## config.mk

```make
export PLATFORM = sky130hd
export DESIGN_NAME = rgb_pwm_fader
export DESIGN_NICKNAME = d
export VERILOG_FILES = /design/src/rtl/rgb_pwm_fader.sv
export SDC_FILE = /design/constraint.sdc
export NUM_CORES = 1
export LEC_CHECK = 0
export CORE_ASPECT_RATIO = 2
export CORE_MARGIN = 2
export CORE_UTILIZATION = 25
export CTS_BUF_LIST = sky130_fd_sc_hd__clkbuf_16
export CTS_CLUSTER_DIAMETER = 150
export CTS_CLUSTER_SIZE = 40
export DETAILED_ROUTE_END_ITERATION = 12
export GPL_TIMING_DRIVEN = 0
export SYNTH_ARGS = -nofsm -noshare
export SYNTH_HDL_FRONTEND = slang
export SYNTH_SLANG_ARGS = --single-unit
```

## constraint.sdc

```tcl
create_clock -name clk -period 2.4 [get_ports clk]
set_clock_uncertainty 0.2 [all_clocks]
set_input_delay 0.48 -clock clk [delete_from_list [all_inputs] [get_ports clk]]
set_output_delay 0.48 -clock clk [all_outputs]
set_load 0.1 [all_outputs]
```

## src/rtl/rgb_pwm_fader.sv

```systemverilog
// N-channel PWM LED driver with linear fading and period-aligned duty updates.
// Build option: define RGB_PWM_FADER_GAMMA_EN to map each duty through an approximate gamma-2 curve.
module rgb_pwm_fader #(
  parameter int NCH        = 3,
  parameter int W          = 8,
  parameter int PRESCALE   = 4,
  parameter int RAMP_DIV   = 16,
  parameter int ACTIVE_LOW = 0,
  localparam int CHW = (NCH > 1) ? $clog2(NCH) : 1
) (
  input  logic           clk,
  input  logic           rst,
  input  logic           wr_en,
  input  logic           wr_imm,
  input  logic [CHW-1:0] wr_ch,
  input  logic [W-1:0]   wr_duty,
  output logic [NCH-1:0] pwm_out,
  output logic [NCH-1:0] at_target,
  output logic           period_start
);

  localparam int   PW      = (PRESCALE > 1) ? $clog2(PRESCALE) : 1;
  localparam int   RW      = (RAMP_DIV > 1) ? $clog2(RAMP_DIV) : 1;
  localparam logic ACT_LOW = (ACTIVE_LOW != 0);

  logic [PW-1:0]  presc_q, presc_d;
  logic [W-1:0]   phase_q, phase_d;
  logic [RW-1:0]  ramp_q, ramp_d;
  logic           period_start_q, period_start_d;
  logic [NCH-1:0] pwm_q, pwm_d;
  logic [W-1:0]   cur_q    [NCH];
  logic [W-1:0]   cur_d    [NCH];
  logic [W-1:0]   tgt_q    [NCH];
  logic [W-1:0]   tgt_d    [NCH];
  logic [W-1:0]   shadow_q [NCH];
  logic [W-1:0]   shadow_d [NCH];

  logic tick;
  logic step;
  logic wr_valid;

`ifdef RGB_PWM_FADER_GAMMA_EN
  // Squared duty scaled back to W bits; full scale stays full scale so "always on" survives.
  function automatic logic [W-1:0] duty_map(input logic [W-1:0] x);
    if (x == '1) begin
      return '1;
    end
    return W'(({{W{1'b0}}, x} * {{W{1'b0}}, x}) >> W);
  endfunction
`else
  function automatic logic [W-1:0] duty_map(input logic [W-1:0] x);
    return x;
  endfunction
`endif

  assign tick     = (presc_q == PW'(PRESCALE - 1));
  assign step     = period_start_q && (ramp_q == RW'(RAMP_DIV - 1));
  assign wr_valid = wr_en && (32'(wr_ch) < NCH);

  always_comb begin
    presc_d        = tick ? '0 : presc_q + 1'b1;
    phase_d        = tick ? phase_q + 1'b1 : phase_q;
    period_start_d = tick && (phase_q == '1);
    ramp_d         = ramp_q;
    if (period_start_q) begin
      ramp_d = step ? '0 : ramp_q + 1'b1;
    end
  end

  // A step is judged against the pre-write target; a same-cycle write then overrides what it sets.
  always_comb begin
    for (int i = 0; i < NCH; i++) begin
      cur_d[i] = cur_q[i];
      tgt_d[i] = tgt_q[i];
      if (step) begin
        if (cur_q[i] < tgt_q[i]) begin
          cur_d[i] = cur_q[i] + 1'b1;
        end else if (cur_q[i] > tgt_q[i]) begin
          cur_d[i] = cur_q[i] - 1'b1;
        end
      end
      if (wr_valid && (wr_ch == CHW'(i))) begin
        tgt_d[i] = wr_duty;
        if (wr_imm) begin
          cur_d[i] = wr_duty;
        end
      end
    end
  end

  // Shadow captures the pre-step duty once per period so the comparator never sees a mid-period change.
  always_comb begin
    pwm_d = '0;
    for (int i = 0; i < NCH; i++) begin
      shadow_d[i] = period_start_q ? duty_map(cur_q[i]) : shadow_q[i];
      pwm_d[i]    = ((phase_q < shadow_q[i]) || (shadow_q[i] == '1)) ^ ACT_LOW;
    end
  end

  always_ff @(posedge clk) begin
    if (rst) begin
      presc_q        <= '0;
      phase_q        <= '0;
      ramp_q         <= '0;
      period_start_q <= 1'b0;
      pwm_q          <= {NCH{ACT_LOW}};
      for (int i = 0; i < NCH; i++) begin
        cur_q[i]    <= '0;
        tgt_q[i]    <= '0;
        shadow_q[i] <= '0;
      end
    end else begin
      presc_q        <= presc_d;
      phase_q        <= phase_d;
      ramp_q         <= ramp_d;
      period_start_q <= period_start_d;
      pwm_q          <= pwm_d;
      for (int i = 0; i < NCH; i++) begin
        cur_q[i]    <= cur_d[i];
        tgt_q[i]    <= tgt_d[i];
        shadow_q[i] <= shadow_d[i];
      end
    end
  end

  always_comb begin
    at_target = '0;
    for (int i = 0; i < NCH; i++) begin
      at_target[i] = (cur_q[i] == tgt_q[i]);
    end
  end

  assign pwm_out      = pwm_q;
  assign period_start = period_start_q;

endmodule
```

==> results of run 1 <==
[flip-flops by register name (all words and copies together) (netlist names)]
name / count
ramp_q: 4
presc_q: 2
period_start: 1
tgt_q: 24
pwm_out: 3
cur_q: 24
shadow_q: 24
phase_q: 8
[through the flow]
stage	hold WS, ps	setup TNS (ps)
after floorplan	204.3	-106.1
after global placement	214.8	-53180
after detailed placement	223.6	-50950
after CTS	234.0	-243.4
after global routing	247.4	-495.0
final	228.1	-128.8
[logic make-up (layout without fill, tap and decap cells)]
family / Yosys count / count (layout) / share of synthesized area, %
and+or+nand+nor: 279 / 279 / 24.93
AOI/OAI and AO/OA: 128 / 128 / 16.25
DFF: 90 / 90 / 31.89
buffers and inverters: 87 / 164 / 6.244
adders and majority gates: 54 / 54 / 11.96
muxes: 44 / 44 / 7.794
xor gates and xnor gates: 6 / 6 / 0.9300
[where the power goes]
group | switching (mW) | internal (mW) | total (mW) | leakage, nW
clock | 0.671 | 0.818 | 1.49 | 0.152
combinational | 0.654 | 0.467 | 1.12 | 1.87
sequential | 0.0453 | 1.52 | 1.57 | 0.750
total | 1.37 | 2.81 | 4.18 | 2.77
[repair_timing]
action | in CTS | in global routing
setup endpoints to repair | 77 | 31
setup buffers | 31 | 11
pin swaps | 17 | 15
gates resized for setup | 109 | 41
[layer usage]
| layer | GRT usage, % | wire length, um |
|---|---|---|
| met1 | 14.24 | 6176 |
| met2 | 30.37 | 10250 |
| met3 | 2.647 | 630 |
| met4 | 13.04 | 1533 |
| met5 | 0 | 0 |
[cell usage in the layout (no fill, tap or decap), types with 12 or more instances in the layout]
cell type,netlist,final
a21o_1,13,12
a21oi_1,29,26
buf_4,2,41
clkdlybuf4s50_1,0,13
dfxtp_1,90,56
dfxtp_2,0,17
dfxtp_4,0,17
ha_1,54,35
ha_4,0,18
inv_1,57,41
mux2i_1,44,44
nand2_1,39,37
nand3_1,34,33
nand4_1,19,19
nor2_1,89,87
nor3_1,27,24
o211ai_1,15,15
o21ai_0,21,19
or3_1,12,12
[synthesized netlist by cell type (15+ instances only)]
cell and number:
nand3_1 34, nor3_1 27, o21ai_0 21, o211ai_1 15, ha_1 54, dfxtp_1 90, a21oi_1 29, nor2_1 89
nand4_1 19, mux2i_1 44, inv_1 57, nand2_1 39
[final timing paths]
kind,from,end,cells after the start
setup reg to reg,cur_q[0][22],cur_q[0][21],9
hold reg to reg,presc_q[0],presc_q[0],1
hold / removal,presc_q[0],presc_q[0],1
setup / recovery,cur_q[0][22],at_target[2],5
[cell type report]
type                    instances  share of cell area (%)
multi-input cells             511                   52.70
flip-flops and latches         90                   25.73
repair buffers                 62                   7.642
well taps                     276                   4.708
inverters                      57                   3.139
clock buffers                   9                   3.071
plain buffers                  29                   1.962
clock inverters                 7                   1.058
==> results_dict.tcl, run 1 <==
set metrics [dict create \
    status "complete, but fails checks" \
    violations "setup timing" \
    cts_max_level 3 \
    cp_slowest_stage_delay_ps 360 \
    synthFlopType "dfxtp_1" \
    cts_inserted_buffers 9 \
    yosys.area.top_type_share_pct 31.89 \
    fin_total_pwr_mw 4.180 \
    setup_viol 5 \
    final_cells 1041 \
    die_h_um 216.6 \
    cts_tree "built" \
    synthArstFlopShare_pct 0 \
    clk_latency_ps 370 \
    synth.distinct_cells 64 \
    fillers 2355 \
    p_per_area_nw_per_um2 569.9 \
    cts_num_sinks 90 \
    avgViaCountPerCell 5.232 \
    synth_edf_count 0 \
    dp_hpwl_um 13710 \
    synth_top_area_cell "dfxtp_1" \
    yosysSeqAreaShare_pct 31.89 \
    drt_iter0_markers 304 \
    dp.cells 984 \
    cts.path.max_buffers 2 \
    crit_family "simple AND/OR/NAND/NOR gates" \
    grt_pass1_vias 5520 \
    detail_route.wl_per_cell_um 17.86 \
    dr.pass1.iters 5 \
    drc_errors 0 \
    post-route-min-period_ps 2501 \
    die_w_um 110.3 \
    ys_ff_latch 90 \
    hold_class "register to register" \
    cp-start-kind "register" \
    crit_path_max_fanout 4 \
    ff_latch_area_um2 1887 \
    cp.required_ps 1720 \
    drv_cap 0 \
    cp-end-kind "output pin" \
    reg2reg_slack_ps -10 \
    layout-drive-gt1-share_pct 24.44 \
    start_util_pct 25.50 \
    place.gp.congestion 0.8946 \
    fin_nets 828 \
    grt_pass1_wl_um 28810 \
    syn_to_final_growth_pct 29.81 \
    yosysWarnings 0 \
    die_area_um2 23890 \
    synth_area_um2 5650 \
    cp.arrival_ps 1820 \
    port_buffers 20 \
    drv_slew 0 \
    wl_um 18590 \
    finalCritPeriodShare_pct 104.2 \
    hold_violations 0 \
    grt_antenna_before_repair 0 \
    power.leakage_nw 2.771 \
    cp.buffers_inverters 2 \
    hold_buffers 0 \
    worstMarginPinSlew_ps 961.3 \
    ir_drop_mv 0.3954 \
    fmaxAchievable_ghz 0.3998 \
    ios 21 \
    syn-mean-instance-area_um2 8.213 \
    coreArea_um2 22160 \
    vias 5447 \
    synthesis.nets 756 \
    grt_max_degree 17 \
    clkTransAtPathRegs_ps 70 \
    synth.area.top_cells "dfxtp_1 32%, ha_1 12%, mux2i_1 7.8%, nor2_1 5.9%, inv_1 3.8%" \
    slew-limit-headroom_pct 36.17 \
    antenna_left 0 \
    grt_use_total_pct 16.12 \
    multiInputGateArea_um2 3865 \
    crit_type "register to output pin" \
    crit_chain "ha_4 > nand4_1 > or2_4 > clkinvlp_4 > buf_12" \
    rows 77 \
    root_buffer "clkbuf_16" \
    cp_slowest_cell "dfxtp_2" \
    rsz0062_at_grt "yes" \
    dpl_cell_area_um2 6221 \
    post-route-util_pct 33.10 \
    setup_slack_ps -101.1 \
    overflow 0 \
    synth_cells 688 \
    design_area_um2 7335 \
    insertedDiodeCount 0 \
    place_ws_ps -944.7 \
]
(Power assumes the default switching activity.)
==> run 2, diff against run 1 <==
Settings changed: CTS_CLUSTER_SIZE 40 to not set.
==> results of run 2 <==
No change in the layout: final DEF, timing and power equal those of run 1.
==> edit 1 (config.mk and constraints of run 1) <==
Make the reset (`rst`) asynchronous in one clocked block.
--- a/src/rtl/rgb_pwm_fader.sv
+++ b/src/rtl/rgb_pwm_fader.sv
@@ -97,7 +97,7 @@
     end
   end
 
-  always_ff @(posedge clk) begin
+  always_ff @(posedge clk or posedge rst) begin
     if (rst) begin
       presc_q        <= '0;
       phase_q        <= '0;
Function: differs if rst is asserted again (counterexample within 4 cycles, from zero or initial values and one cycle with rst high); with rst held inactive, the same outputs for 4 cycles.
==> edit 1 against run 1 <==
Utilization up 0.24 points. Routed wire length down 23%. Worst setup slack better by 45 ps. First-iteration DRC count down 0.33%. Sequential share of layout area up 6.4 points. Power up 12%. Highest routed layer unchanged. Register-to-register slack better by 30 ps. The run still ends with negative setup slack left. Design area down 3.2%. Largest power group unchanged. Synthesized area down 4.7%. Sequential cell count unchanged. Sequential power up 15%. Global-route usage down 3.4 points. Combinational power up 31%. Maximum frequency up 1.8%.
==> edit 1: results (changes against run 1) <==
Outcome
  – Status: finished with violations (unchanged)
  – Failing checks: negative setup slack (unchanged)

Timing
  – Final setup margin: -56.6 ps (was -101 ps)
  – Setup violators final: 3 (was 5)
  – Least-Margin Pin Slew: 963 ps (was 961 ps)
  – Setup_tns: -140 ps (was -129 ps)

GRT
  – Largest net degree at the start of global routing: 34 (was 17)
  – GRT Overall Usage: 12.8% (was 16.1%)
  – First-pass GRT wire length: 23000 um (was 28800 um)
  – Number of global-route vias before repair: 4530 (was 5520)

Placed design
  – DP HPWL: 9730 um (was 13700 um)
  – Cells after DPL: 885 (was 984)
  – GPL Wtd Cong: 0.802 (was 0.895)

Route
  – M1 wire length: 6450 um (was 6180 um)
  – Wire per inst: 15.0 um (was 17.9 um)
  – Met3 Routed Length: 742 um (was 630 um)
  – Routed Wire Length: 14300 um (was 18600 um)
  – Violation count after the first detailed-routing iteration: 303 (was 304)
  – Via-per-instance ratio: 4.85 (was 5.23)
  – WL met2: 6660 um (was 10300 um)

CTS
  – Clock Latency Late Sink: 340 ps (was 370 ps)

Setup path
  – Max stage delay on crit path: 380 ps (was 360 ps)
  – CP Max Fanout: 2 (was 4)
  – Slowest cell on the critical path: dfrtp_2 (was dfxtp_2)

Yosys
  – Most instantiated cells after synthesis: dfrtp_1 (90), nand2_1 (72), o21ai_0 (57) (was dfxtp_1 (90), nor2_1 (89), inv_1 (57))
  – Sequential-to-total area share from yosys stat: 41.8% (was 31.9%)
  – Post-synthesis cell type count: 53 (was 64)
  – Ys async rst share: 100% (was 0%)

Power
  – Peak VDD IR: 0.000374 V (was 0.000395 V)
  – Pleak: 2.92 nW (was 2.77 nW)

Layout
  – Fraction of layout cells with a size suffix above 1: 24.6% (was 24.4%)
  – Final nets: 745 (was 828)
## edit 1: cell count changes after synthesis, moves of 18 or more
cell | before | now
nand3_1 | 34 | 10
mux2i_1 | 44 | 5
nor2_1 | 89 | 31
nor3_1 | 27 | 9
dfrtp_1 | 0 | 90
o21ai_0 | 21 | 57
dfxtp_1 | 90 | 0
nand2_1 | 39 | 72
## edit 1: through the flow
step / power (W) / setup WS [ps] / cell area, sq um / utilization, %
2_1_floorplan: 0.00246 / 0.742 / 5400 / -
3_3_place_gp: 0.00268 / -914 / 5940 / 27.9
3_5_place_dp: 0.00273 / -939 / 5980 / 28.1
4_1_cts: 0.00439 / -112 / 6700 / 31.5
5_1_grt: 0.00494 / -119 / 7100 / 33.3
6_report: 0.00466 / -56.6 / 7100 / 33.3
## edit 1: where the power goes
group,switching [W],internal [W]
Sequential,0.000132,0.00167
Clock,0.000586,0.000797
Combinational,0.000770,0.000704
## edit 1: worst paths after layout
kind	slack, ps	cells past startpoint	startpoint	endpoint
setup reg to reg	20	9	cur_q[1]	cur_q[7]
min in group asynchronous	360	2	rst	tgt_q[18]
hold / removal	240	1	presc_q[0]	presc_q[0]
hold reg to reg	240	1	presc_q[0]	presc_q[0]
setup / recovery	-60	6	cur_q[0]	at_target[2]
max in group asynchronous	1060	3	rst	period_start
## edit 1: kinds of logic (layout without fill, tap and decap cells)
family | count (synthesis) | in the layout | synth area share, %
simple gates | 184 | 184 | 16.8
compound gates | 148 | 148 | 16.2
flops | 90 | 90 | 41.8
buf+inv | 72 | 164 | 5.23
fa+ha+maj | 54 | 54 | 12.5
xor+xnor | 26 | 26 | 4.23
mux | 16 | 16 | 3.23
## edit 1: timing repair
action                     CTS  global route
setup endpoints to repair   26            19
hold endpoints to repair     0             0
pin swaps                   12            29
resized for setup           67            45
buffers inserted            32            23
## edit 1: final cells by class
cell class,count,area (sq um)
fillers,2203,14200
clock inverters,7,63.8
multi-input cells,428,3210
clock buffers,9,225
well taps,273,342
plain buffers,17,75.1
repair buffers,77,689
flip-flops and latches,90,2280
inverters,54,219
## edit 1: routing by layer
metal	vias up	GRT usage (%)
met3	37	1.75
met2	135	20.1
met5	-	0
met4	0	4.86
met1	2215	17.6
li1	2246	-
## edit 1: worst max-delay path, delay by kind of cell, from the launching register on
kind | cells | cell delay (ps)
adders and majority gates | 1 | 290
buffers and inverters | 3 | 340
DFF | 1 | 380
and+or+nand+nor | 2 | 420
==> edit 2 (config.mk and constraints of run 1) <==
Without the edit above. `NCH`: 3 -> 2.
--- a/src/rtl/rgb_pwm_fader.sv
+++ b/src/rtl/rgb_pwm_fader.sv
@@ -1,7 +1,7 @@
 // N-channel PWM LED driver with linear fading and period-aligned duty updates.
 // Build option: define RGB_PWM_FADER_GAMMA_EN to map each duty through an approximate gamma-2 curve.
 module rgb_pwm_fader #(
-  parameter int NCH        = 3,
+  parameter int NCH        = 2,
   parameter int W          = 8,
   parameter int PRESCALE   = 4,
   parameter int RAMP_DIV   = 16,
Ports: changed (resized at_target, pwm_out and wr_ch); port bits go from 21 to 18. No check against the original RTL was run, so the function may have changed too.
==> edit 2 against run 1 <==
Worst setup slack got worse by 6.7 ps. Sequential cell count shrank 25. Power shrank 27%. Sequential power shrank 27%. Highest routed layer unchanged. Routed wire length down 38%. Synthesized area is 34% lower. First-iteration DRC count fell by 58%. Critical path type is now flip-flop to flip-flop. The flow still finishes with violations (negative setup slack). Sequential share of layout area grew 0.51 points. Design area decreased by 29%.
==> edit 2: results (changes against run 1) <==
Yosys
  – Synthesized area per cell: 8.19 sq um (was 8.21 sq um)
  – Post-Synthesis Net Count: 508 (was 756)
  – Mux cell area share after synthesis: 7.37% (was 7.79%)
  – Post-synthesis compound-gate area fraction: 13.1% (was 16.3%)
  – Sequential-to-total area share from yosys stat: 34.7% (was 31.9%)

Route
  – Violation count after the first detailed-routing iteration: 129 (was 304)
  – First-pass DRT Iterations: 4 (was 5)
  – Vias: 3582 (was 5447)
  – Via-per-instance ratio: 5.01 (was 5.23)

Power
  – Flop+latch power: 0.00114 W (was 0.00157 W)
  – Clock group power: 0.00124 W (was 0.00149 W)
  – Sw frac: 29.2% (was 32.8%)
  – Peak VDD IR: 0.000364 V (was 0.000395 V)
  – Pleak: 1.79 nW (was 2.77 nW)

Timing
  – Setup violators final: 6 (was 5)
  – Final setup margin: -108 ps (was -101 ps)
  – Setup_tns: -292 ps (was -129 ps)
  – Hold slack: 232 ps (was 228 ps)

Layout
  – FILL cells: 1486 (was 2355)
  – Final nets: 565 (was 828)
  – Fraction of layout cells with a size suffix above 1: 26.7% (was 24.4%)

Setup path
  – CP Max Fanout: 6 (was 4)
  – Max stage delay on crit path: 470 ps (was 360 ps)
  – Reg2Reg Capture Point: cur_q[0][11] (was cur_q[0][21])
  – Slowest cell on the critical path: or4_4 (was dfxtp_2)

Outcome
  – Status: finished with violations (unchanged)
  – Failing checks: negative setup slack (unchanged)

GRT
  – Number of global-route vias before repair: 3546 (was 5520)

Placed design
  – Placement Setup Slack: -809 ps (was -945 ps)
==> edit 2: worst max path at each step <==
stage | to | slack [ps]
final | cur_q[0][11] | -110
after global routing | cur_q[0][12] | -160
after CTS | cur_q[0][11] | -120
after detailed placement | at_target[0] | -810
after global placement | at_target[0] | -790
after floorplan | cur_q[0][11] | -130
==> edit 2: area by class of cell <==
type,instances,area share (%)
Buffer,21,1.61
Clock buffer,10,4.82
Clock inverter,6,0.650
Inverter,34,2.53
Multi-Input combinational cell,337,51.3
Sequential cell,65,26.2
Tap cell,195,4.70
Timing Repair Buffer,47,8.14
==> edit 2: routing by layer <==
| metal | part of all wire (%) | track usage [%] |
|---|---|---|
| met5 | 0 | 0 |
| met2 | 57 | 28.3 |
| met3 | 2.5 | 1.79 |
| met4 | 5.2 | 9.42 |
| met1 | 35 | 12.8 |
==> edit 2: repair_timing <==
action / in CTS / in global routing
cloned: 1 / 0
buffers inserted: 16 / 14
resized for setup: 94 / 40
pin swaps: 20 / 14
endpoints found under the setup margin: 21 / 18
